[src/rtl/rf_wb_merge_if.sv]
// Write-port merge bundle: pipeline write-back, remote-load return handshake,
// hazard query and the registered register-file write port.
interface rf_wb_merge_if #(
  parameter int width_p      = 32,
  parameter int addr_width_p = 5
);
  logic                    pipe_v_i;
  logic [addr_width_p-1:0] pipe_addr_i;
  logic [width_p-1:0]      pipe_data_i;
  logic                    ret_v_i;
  logic [addr_width_p-1:0] ret_addr_i;
  logic [width_p-1:0]      ret_data_i;
  logic                    ret_ready_o;
  logic                    stall_o;
  logic [addr_width_p-1:0] chk_addr_i;
  logic                    chk_hit_o;
  logic                    w_v_o;
  logic [addr_width_p-1:0] w_addr_o;
  logic [width_p-1:0]      w_data_o;

  modport master (
    output pipe_v_i, pipe_addr_i, pipe_data_i,
    output ret_v_i, ret_addr_i, ret_data_i, chk_addr_i,
    input  ret_ready_o, stall_o, chk_hit_o,
    input  w_v_o, w_addr_o, w_data_o
  );

  modport slave (
    input  pipe_v_i, pipe_addr_i, pipe_data_i,
    input  ret_v_i, ret_addr_i, ret_data_i, chk_addr_i,
    output ret_ready_o, stall_o, chk_hit_o,
    output w_v_o, w_addr_o, w_data_o
  );
endinterface

[src/rtl/rf_wb_merge.sv]
// rf_wb_merge: drives the register-file write port from the pipeline write-back
// stream and a buffered remote-load return stream. Option macro: RF_WB_MERGE_X0_DROP_EN.

module rf_wb_merge_chk (
  input logic clk_i,
  input logic reset_n_i,
  input logic pipe_v_i,
  input logic stall_o
);
  a_no_pipe_on_stall: assert property (@(posedge clk_i) disable iff (!reset_n_i)
                                       !(pipe_v_i && stall_o))
    else $error("rf_wb_merge: pipe_v_i asserted while stall_o is high");
endmodule

module rf_wb_merge #(
  parameter int width_p    = 32,
  parameter int els_p      = 32,
  parameter int fifo_els_p = 2,
  parameter int max_wait_p = 4
) (
  input logic          clk_i,
  input logic          reset_n_i,
  rf_wb_merge_if.slave bus
);
  localparam int addr_width_lp = (els_p > 1) ? $clog2(els_p) : 1;
  localparam int ptr_width_lp  = (fifo_els_p > 1) ? $clog2(fifo_els_p) : 1;
  localparam int cnt_width_lp  = ptr_width_lp + 1;
  localparam int wait_width_lp = (max_wait_p > 0) ? $clog2(max_wait_p + 1) : 1;

  localparam logic [cnt_width_lp-1:0]  full_cnt_lp  = cnt_width_lp'(fifo_els_p);
  localparam logic [wait_width_lp-1:0] max_wait_lp  = wait_width_lp'(max_wait_p);
  localparam logic [wait_width_lp-1:0] pre_stall_lp = wait_width_lp'(max_wait_p - 2);

  logic [addr_width_lp-1:0] addr_mem_r [fifo_els_p];
  logic [width_p-1:0]       data_mem_r [fifo_els_p];
  logic [ptr_width_lp-1:0]  rd_ptr_r;
  logic [ptr_width_lp-1:0]  wr_ptr_r;
  logic [cnt_width_lp-1:0]  count_r;
  logic [wait_width_lp-1:0] wait_r;
  logic                     stall_r;
  logic                     w_v_r;
  logic [addr_width_lp-1:0] w_addr_r;
  logic [width_p-1:0]       w_data_r;

  logic empty_s;
  logic full_s;
  logic ready_s;
  logic pipe_take_s;
  logic ret_keep_s;
  logic push_s;
  logic pop_s;
  logic hit_s;

  // Distance of a storage slot from the head; slots closer than count_r are live.
  function automatic logic [cnt_width_lp-1:0] slot_offset(
    input logic [ptr_width_lp-1:0] slot,
    input logic [ptr_width_lp-1:0] head
  );
    logic [ptr_width_lp-1:0] off;
    off = slot - head;
    return {1'b0, off};
  endfunction

`ifdef RF_WB_MERGE_X0_DROP_EN
  assign pipe_take_s = bus.pipe_v_i & (bus.pipe_addr_i != {addr_width_lp{1'b0}});
  assign ret_keep_s  = (bus.ret_addr_i != {addr_width_lp{1'b0}});
`else
  assign pipe_take_s = bus.pipe_v_i;
  assign ret_keep_s  = 1'b1;
`endif

  assign empty_s = (count_r == {cnt_width_lp{1'b0}});
  assign full_s  = (count_r == full_cnt_lp);
  // Ready ignores a same-cycle pop so it never depends on the pipeline valid.
  assign ready_s = reset_n_i & ~full_s;
  assign push_s  = bus.ret_v_i & ready_s & ret_keep_s;
  assign pop_s   = ~pipe_take_s & ~empty_s;

  // Hazard query across live buffer entries and a return accepted this cycle
  always_comb begin
    hit_s = 1'b0;
    for (int i = 0; i < fifo_els_p; i++) begin
      if ((slot_offset(ptr_width_lp'(i), rd_ptr_r) < count_r) &&
          (addr_mem_r[i] == bus.chk_addr_i)) begin
        hit_s = 1'b1;
      end else begin
        hit_s = hit_s;
      end
    end
    if (push_s && (bus.ret_addr_i == bus.chk_addr_i)) begin
      hit_s = 1'b1;
    end else begin
      hit_s = hit_s;
    end
  end

  // Return buffer storage, pointers and occupancy
  always_ff @(posedge clk_i or negedge reset_n_i) begin
    if (!reset_n_i) begin
      rd_ptr_r <= {ptr_width_lp{1'b0}};
      wr_ptr_r <= {ptr_width_lp{1'b0}};
      count_r  <= {cnt_width_lp{1'b0}};
      for (int i = 0; i < fifo_els_p; i++) begin
        addr_mem_r[i] <= {addr_width_lp{1'b0}};
        data_mem_r[i] <= {width_p{1'b0}};
      end
    end else begin
      if (push_s) begin
        addr_mem_r[wr_ptr_r] <= bus.ret_addr_i;
        data_mem_r[wr_ptr_r] <= bus.ret_data_i;
        wr_ptr_r             <= wr_ptr_r + ptr_width_lp'(1'b1);
      end else begin
        wr_ptr_r <= wr_ptr_r;
      end
      if (pop_s) begin
        rd_ptr_r <= rd_ptr_r + ptr_width_lp'(1'b1);
      end else begin
        rd_ptr_r <= rd_ptr_r;
      end
      case ({push_s, pop_s})
        2'b10:   count_r <= count_r + cnt_width_lp'(1'b1);
        2'b01:   count_r <= count_r - cnt_width_lp'(1'b1);
        default: count_r <= count_r;
      endcase
    end
  end

  // Starvation counter; the bubble request fires as the count reaches max_wait_p-1
  always_ff @(posedge clk_i or negedge reset_n_i) begin
    if (!reset_n_i) begin
      wait_r  <= {wait_width_lp{1'b0}};
      stall_r <= 1'b0;
    end else begin
      if (pop_s || empty_s) begin
        wait_r <= {wait_width_lp{1'b0}};
      end else if (wait_r == max_wait_lp) begin
        wait_r <= wait_r;
      end else begin
        wait_r <= wait_r + wait_width_lp'(1'b1);
      end
      stall_r <= ~pop_s & ~empty_s & (wait_r == pre_stall_lp);
    end
  end

  // Registered write port; address and data hold while idle
  always_ff @(posedge clk_i or negedge reset_n_i) begin
    if (!reset_n_i) begin
      w_v_r    <= 1'b0;
      w_addr_r <= {addr_width_lp{1'b0}};
      w_data_r <= {width_p{1'b0}};
    end else if (pipe_take_s) begin
      w_v_r    <= 1'b1;
      w_addr_r <= bus.pipe_addr_i;
      w_data_r <= bus.pipe_data_i;
    end else if (pop_s) begin
      w_v_r    <= 1'b1;
      w_addr_r <= addr_mem_r[rd_ptr_r];
      w_data_r <= data_mem_r[rd_ptr_r];
    end else begin
      w_v_r    <= 1'b0;
      w_addr_r <= w_addr_r;
      w_data_r <= w_data_r;
    end
  end

  assign bus.ret_ready_o = ready_s;
  assign bus.stall_o     = stall_r;
  assign bus.chk_hit_o   = hit_s;
  assign bus.w_v_o       = w_v_r;
  assign bus.w_addr_o    = w_addr_r;
  assign bus.w_data_o    = w_data_r;

  rf_wb_merge_chk u_chk (
    .clk_i     (clk_i),
    .reset_n_i (reset_n_i),
    .pipe_v_i  (bus.pipe_v_i),
    .stall_o   (stall_r)
  );
endmodule

[src/flat_wrapper.sv]
// flat-port wrapper written by rule: the top's interface ports become plain ports
module rf_wb_merge_flat 
#(
  parameter int width_p    = 32,
  parameter int els_p      = 32,
  parameter int fifo_els_p = 2,
  parameter int max_wait_p = 4
)
  (clk_i, reset_n_i, bus_pipe_v_i, bus_pipe_addr_i, bus_pipe_data_i, bus_ret_v_i, bus_ret_addr_i, bus_ret_data_i, bus_chk_addr_i, bus_ret_ready_o, bus_stall_o, bus_chk_hit_o, bus_w_v_o, bus_w_addr_o, bus_w_data_o);
  rf_wb_merge_if #(.width_p(width_p), .addr_width_p((5))) bus_i ();
  input logic clk_i;
  input logic reset_n_i;
  input wire logic [$bits(bus_i.pipe_v_i)-1:0] bus_pipe_v_i;
  input wire logic [$bits(bus_i.pipe_addr_i)-1:0] bus_pipe_addr_i;
  input wire logic [$bits(bus_i.pipe_data_i)-1:0] bus_pipe_data_i;
  input wire logic [$bits(bus_i.ret_v_i)-1:0] bus_ret_v_i;
  input wire logic [$bits(bus_i.ret_addr_i)-1:0] bus_ret_addr_i;
  input wire logic [$bits(bus_i.ret_data_i)-1:0] bus_ret_data_i;
  input wire logic [$bits(bus_i.chk_addr_i)-1:0] bus_chk_addr_i;
  output wire logic [$bits(bus_i.ret_ready_o)-1:0] bus_ret_ready_o;
  output wire logic [$bits(bus_i.stall_o)-1:0] bus_stall_o;
  output wire logic [$bits(bus_i.chk_hit_o)-1:0] bus_chk_hit_o;
  output wire logic [$bits(bus_i.w_v_o)-1:0] bus_w_v_o;
  output wire logic [$bits(bus_i.w_addr_o)-1:0] bus_w_addr_o;
  output wire logic [$bits(bus_i.w_data_o)-1:0] bus_w_data_o;
  assign bus_i.pipe_v_i = bus_pipe_v_i;
  assign bus_i.pipe_addr_i = bus_pipe_addr_i;
  assign bus_i.pipe_data_i = bus_pipe_data_i;
  assign bus_i.ret_v_i = bus_ret_v_i;
  assign bus_i.ret_addr_i = bus_ret_addr_i;
  assign bus_i.ret_data_i = bus_ret_data_i;
  assign bus_i.chk_addr_i = bus_chk_addr_i;
  assign bus_ret_ready_o = bus_i.ret_ready_o;
  assign bus_stall_o = bus_i.stall_o;
  assign bus_chk_hit_o = bus_i.chk_hit_o;
  assign bus_w_v_o = bus_i.w_v_o;
  assign bus_w_addr_o = bus_i.w_addr_o;
  assign bus_w_data_o = bus_i.w_data_o;
  rf_wb_merge #(.width_p(width_p), .els_p(els_p), .fifo_els_p(fifo_els_p), .max_wait_p(max_wait_p)) u_core (.clk_i(clk_i), .reset_n_i(reset_n_i), .bus(bus_i));
endmodule
[config.mk]
export PLATFORM = sky130hd
export DESIGN_NAME = rf_wb_merge_flat
export DESIGN_NICKNAME = d
export VERILOG_FILES = /design/src/rtl/rf_wb_merge_if.sv /design/src/rtl/rf_wb_merge.sv /design/src/flat_wrapper.sv
export SDC_FILE = /design/constraint.sdc
export NUM_CORES = 1
export LEC_CHECK = 0
export CAP_MARGIN = 0
export CORE_MARGIN = 3
export CORE_UTILIZATION = 46
export DETAILED_ROUTE_END_ITERATION = 12
export HOLD_SLACK_MARGIN = 0.05
export PLACE_DENSITY = 0.77
export SYNTH_ARGS = -nofsm -noshare
export SYNTH_HDL_FRONTEND = slang
export SYNTH_SLANG_ARGS = --single-unit
[constraint.sdc]
create_clock -name clk_i -period 1.8 [get_ports clk_i]
set_clock_uncertainty 0.1 [all_clocks]
set_input_delay 0.18 -clock clk_i [delete_from_list [all_inputs] [get_ports clk_i]]
set_output_delay 0.18 -clock clk_i [all_outputs]
set_load 0.01 [all_outputs]
Yosys cells after proc, flatten, opt, wreduce, memory -nomap -nowiden
Cells that the tools add are included.
{ "totals": {"out_inout_bits": 41, "ff_bits": 120, "inputBits": 83} }
{ "classes": {"bitwise": 11, "add_sub_neg": 7, "eq_ne": 9, "magnitude_cmp": 5, "n_reduce_logical": 8, "mux": 24} }
{ "ops": {"columns": ["cell", "n"], "rows": [
  ["32-bit two-way mux", 6],
  ["64-bit bitwise mux", 1],
  ["32-bit demux with 1-bit select", 1],
  ["5-bit two-way mux", 6],
  ["5-bit == test", 3],
  ["10-bit bitwise mux", 1],
  ["3-bit two-way mux", 2],
  ["1-bit bitwise AND", 5],
  ["5-bit demux with 1-bit select", 1],
  ["1-bit two-way mux", 5],
  ["2-bit == test, second input constant", 2],
  ["2-bit >= comparator, second input constant", 2],
  ["1-bit logical AND", 4],
  ["1-bit by 2-bit less-than comparator with 1-bit output", 2],
  ["1-bit NOT", 4],
  ["1-bit NOT with 2-bit output", 2],
  ["2-bit case mux with 2 select lines", 1],
  ["2-bit nonzero test", 2],
  ["3-bit by 1-bit adder with 3-bit output, second input constant", 1],
  ["3-bit by 2-bit == test with 1-bit output, second input constant", 1],
  ["3-bit == test, second input constant", 1],
  ["1-bit adder, second input constant", 2],
  ["2-bit by 1-bit adder with 2-bit output, second input constant", 1],
  ["2-bit by 1-bit == test with 1-bit output, second input constant", 1],
  ["other kinds (6)", 7]
]} }

Longest topological paths before layout
Gate-level depths: netlist of the first run.
{ "depth": {"depth_word": 6, "ltp_mapped": 9, "depth_no_buf": 6} }

Worst setup path before layout of the first run
OpenSTA, ideal clock, no wires.
{ "synth_timing": {"kind": "register -> register", "startpoint": "register u_core.count_r[0]", "endpoint": "register u_core.count_r[1]", "arrival_time_ns": 1.603, "path_stages_with_launch": 10, "n_path_buf": 3, "setup_ns": 0.130, "synth_period_minus_slack_ns": 1.833, "slack_ns": -0.033, "required_ns": 1.570, "path_cell_list": "dfrtp_1 > buf_4 > nor2_1 > buf_2 > buf_2 > nor2_1 > ha_1 > xnor2_1 > nor2_1 > xor2_1"} }
{ "synth_via": {"word_cells_on_any_way": 13, "classes_between": "2 x add/sub; 3 x eq/ne; 1 x mux; 5 x bitwise; 2 x reduce/logical"} }
{ "synth_rtl": {"columns": ["element", "line_no", "text"], "rows": [
  ["start, declared", "rf_wb_merge.sv:38", "logic [cnt_width_lp-1:0] count_r;"],
  ["start signal, assigned", "rf_wb_merge.sv:102", "count_r <= {cnt_width_lp{1'b0}};"],
  ["start signal, assigned", "rf_wb_merge.sv:121", "2'b10: count_r <= count_r + cnt_width_lp'(1'b1);"],
  ["start signal, assigned", "rf_wb_merge.sv:122", "2'b01: count_r <= count_r - cnt_width_lp'(1'b1);"],
  ["2-bit logical NOT *", "rf_wb_merge.sv:72", "assign empty_s = (count_r == {cnt_width_lp{1'b0}});"],
  ["1-bit NOT *", "rf_wb_merge.sv:77", "assign pop_s = ~pipe_take_s & ~empty_s;"],
  ["1-bit bitwise AND *", "rf_wb_merge.sv:77", null],
  ["via u_core.pop_s", "rf_wb_merge.sv:51", "logic pop_s;"],
  ["2-bit by 1-bit == test with 1-bit output or 2-bit == test (tied branches)", "rf_wb_merge.sv:120", "case ({push_s, pop_s})"],
  ["2-bit case mux with 2 select lines or 2-bit nonzero test (tied branches)", null, null]
]} }
Mark *: on every way through the listed nets, which the timed path passes. The rest lies on a longest branch.
A chain may end at the register's enable or synchronous reset.

Final worst setup path of the first run
{ "layout_timing": {"startpoint": "register u_core.count_r[0]", "endpoint": "output port bus_chk_hit_o"} }
{ "layout_via": {"elab_chain_cells": 6, "word_cells_on_any_way": 12, "classes_between": "2 x order compare; 1 x eq/ne; 3 x mux; 3 x bitwise; 3 x reduce/logical"} }
{ "layout_lines": {"columns": ["element", "line_no", "text"], "rows": [
  ["parallel branches: the longest is 5 deep, another holds 1-bit by 2-bit less-than comparator with 1-bit output", null, null],
  ["1-bit two-way mux *", "rf_wb_merge.sv:90", "if (push_s && (bus.ret_addr_i == bus.chk_addr_i)) begin"],
  ["end, declared", "flat_wrapper.sv:22", "output wire logic [$bits(bus_i.chk_hit_o)-1:0] bus_chk_hit_o;"]
]} }
Every way passes the cells marked *.

==> reports/metrics.cfg, run 1 <==
[run_status]
status = complete, but fails checks
violations = setup timing

[sta]
tightestPinTransition_ns = 1.038
hold_viol = 0
period_minus_slack_ns = 1.983
report.final.slew_viol_count = 0
final.setup.tns_ns = -2.077
relSlewSlack_pct = 30.81
fin_crit_sh_pct = 110.1
rsz0062_at_grt = yes
setup_ws_ns = -0.1826
fmax_mhz = 504.4
holdWs_ns = 0.2254
setup_violations = 45

[hold_path]
hold_depth = 3
hp-class = input pin to flop
holdPathEnd = u_core.bus.w_data_o[17]$_DFFE_PN0P_
min_from = bus_pipe_data_i[17]

[layout]
n_antenna_cell = 0
layout_common_cells = clkdlybuf4s50_1, dfrtp_1, mux2_4, nor2_1, nand2_1
area_growth_syn_to_layout_pct = 43.98
fin_cells = 775
fin_util_pct = 69.06
final_nets = 707
drive_gt1_share_pct = 24.68

[clocking]
cts_made_buffers = 17
root_buffer = clkbuf_16
clock-sinks = 120
clk_latency_ns = 0.41
clk_path_buf_depth = 2
cts_tree = yes
clkTransAtPathRegs_ns = 0.06
htreeDepth = 4

[run]
cap_violations = 0

[floorplan]
die_x_um = 116.0
die_h_um = 116.0
rows = 39
initial_core_util_pct = 47.96
io_pins = 124
die-area_sq_um = 13470
coreArea_sq_um = 11610

[grt]
grt_pass1_vias = 4334
grt_pass1_wl_um = 21440
antenna_found_initial = 1
grt_max_degree = 83
grt-ovfl-total = 0
grt_use_total_pct = 20.52

[critical_path]
ff2ff_setup_slack_ns = -0.12
start_kind = flop
r2r_start = u_core.count_r[0]$_DFFE_PN0P_
timing.critical_path.required_ns = 1.52
crit_arrival_ns = 1.70
crit_chain = nor2b_4 -> o2111ai_2 -> nor3_1 -> or3_1 -> buf_2
cp.depth = 5
cpMaxStageDelayCell = dfrtp_1
path_max_fanout = 3
path_buf_inv = 1
cp_top_family = simple AND/OR/NAND/NOR gates
critPathKind = flop to primary output
end_kind = primary output
slowest_delay_ns = 0.40
r2r_end = u_core.data_mem_r[43]$_DFFE_PN0P_
ff2ff_path_depth = 9

[logic_synthesis]
synthTopCellsByArea = dfrtp_1, mux2_2, mux2_4
syn_area_per_cell_sq_um = 12.03
synth_edf_count = 0
synth_cell_type_count = 30
postSynthCellCount = 463
ys.flop_type = dfrtp_1
synth_top_area_share_pct = 53.91
async_flop_share_pct = 100.0
synth_top_area_cell = dfrtp_1
netlist_area_sq_um = 5570
ys_warn_count = 0
syn_nets = 550
ys_seq_area_share_pct = 53.91
synth-seq-cells = 120

[placed_design]
dp.cells = 728
port_buffers = 123
gp_congestion = 0.7735
dp_hpwl_um = 8893

[pwr]
ir_worst_vdd_v = 0.0009468
fin_total_pwr_mw = 13.96
p_leak_nw = 3.682
power.density_nw_per_um2 = 1741

[detailed_routing]
viasPerCell = 5.261
vias = 4077
wl_um = 13650
drt_iter0_markers = 220
wl_per_cell_um = 17.61
drt_pass1_iterations = 4
drc = 0
ant_nets = 0

[worst reg2reg max path, cell delays in order, from the launching register on]
cell and delay (ns):
dfrtp_1 0.38, buf_4 0.13, nand2b_4 0.13, nand3_4 0.08
buf_6 0.14, nor2_4 0.18, buf_4 0.15, buf_6 0.09
clkbuf_16 0.13, mux2_4 0.29
[Yosys cell counts (2+ instances only)]
cell and count:
dfrtp_1 120, mux2_2 43, nor2_1 43, nand2_1 40, a21oi_1 39, o21ai_0 38, mux2i_1 37, mux2_4 30
xnor2_1 14, clkbuf_1 11, buf_2 8, xor2_1 7, buf_6 6, ha_1 4, nor3_1 3, buf_4 2
inv_1 2, nand3_1 2, nand3_4 2, or3_1 2
[how the worst max path moves through the flow]
stage,from,to,slack (ns)
after detailed placement,bus_chk_addr_i[1],bus_chk_hit_o,-0.35
final,u_core.count_r[0]$_DFFE_PN0P_,bus_chk_hit_o,-0.18
after global routing,u_core.count_r[0]$_DFFE_PN0P_,bus_chk_hit_o,-0.28
after CTS,u_core.count_r[0]$_DFFE_PN0P_,bus_chk_hit_o,-0.20
after global placement,bus_chk_addr_i[4],bus_chk_hit_o,-0.32
after floorplan,u_core.count_r[0]$_DFFE_PN0P_,u_core.count_r[1]$_DFFE_PN0P_,0.007
[state kept, by name (all words and copies together), names as in the netlist]
register,cells
u_core.data_mem_r,64
u_core.addr_mem_r,10
u_core.rd_ptr_r,1
u_core.wr_ptr_r,1
u_core.bus.w_v_o,1
u_core.count_r,2
u_core.bus.w_addr_o,5
u_core.wait_r,3
u_core.bus.stall_o,1
u_core.bus.w_data_o,32
[layer usage]
layer	up-vias	wire length, um	track usage [%]
met4	2	102	5.800
met5	-	7	0
met3	13	914	7.937
met1	2030	5933	25.91
met2	117	6693	33.10
li1	1915	-	-
[cell type report]
type | count | area, sq um
clock inverters | 10 | 152.6
inverters | 2 | 7.507
multi-input cells | 313 | 2539
repair buffers | 166 | 1698
well taps | 143 | 178.9
clock buffers | 21 | 440.4
fillers | 841 | 3593
flip-flops and latches | 120 | 3004
[cell families (layout without fill, tap and decap cells)]
kind of cell             Yosys count  count (layout)  share of synthesized area, %
buffers and inverters             30             199                         3.212
flip-flops                       120             120                         53.91
adder cells (fa/ha/maj)            4               4                        0.8985
multiplexers                     111             111                         23.63
AND/OR/NAND/NOR                   99              99                         7.974
XOR/XNOR                          21              21                         3.302
AO/OA/AOI/OAI                     78              78                         7.076
[where the power goes]
group	internal, mW	switching [mW]
sequential	3.96	0.832
clock	2.29	1.17
combinational	3.32	2.39
total	9.58	4.39
[per-stage QoR]
step	worst slack [ns]	area (sq um)
detailed placement	-0.3530	7063
floorplan	0.006567	5573
finish	-0.1826	8020
CTS	-0.2050	7681
global placement	-0.3176	7063
global route	-0.2815	8020
[repair_timing]
| action | in CTS | in global routing |
|---|---|---|
| setup endpoints to repair | 13 | 40 |
| buffers inserted | 1 | 10 |
| pin swaps | 0 | 8 |
| gates cloned | 0 | 3 |
| resized for setup | 6 | 52 |
| hold endpoints to repair | 121 | 0 |
| hold buffers | 2 | 0 |
No activity file was read; power rests on OpenSTA's default activity.
==> run 2: changes to the inputs <==
CTS_CLUSTER_SIZE = 30   (was default)
==> results of run 2 <==
Final layout, timing and power as in run 1 (identical DEF).
==> run 3: changes to the inputs <==
GPL_ROUTABILITY_DRIVEN = 0   (was default)
==> results of run 3 <==
Final layout, timing and power as in run 1 (identical DEF).
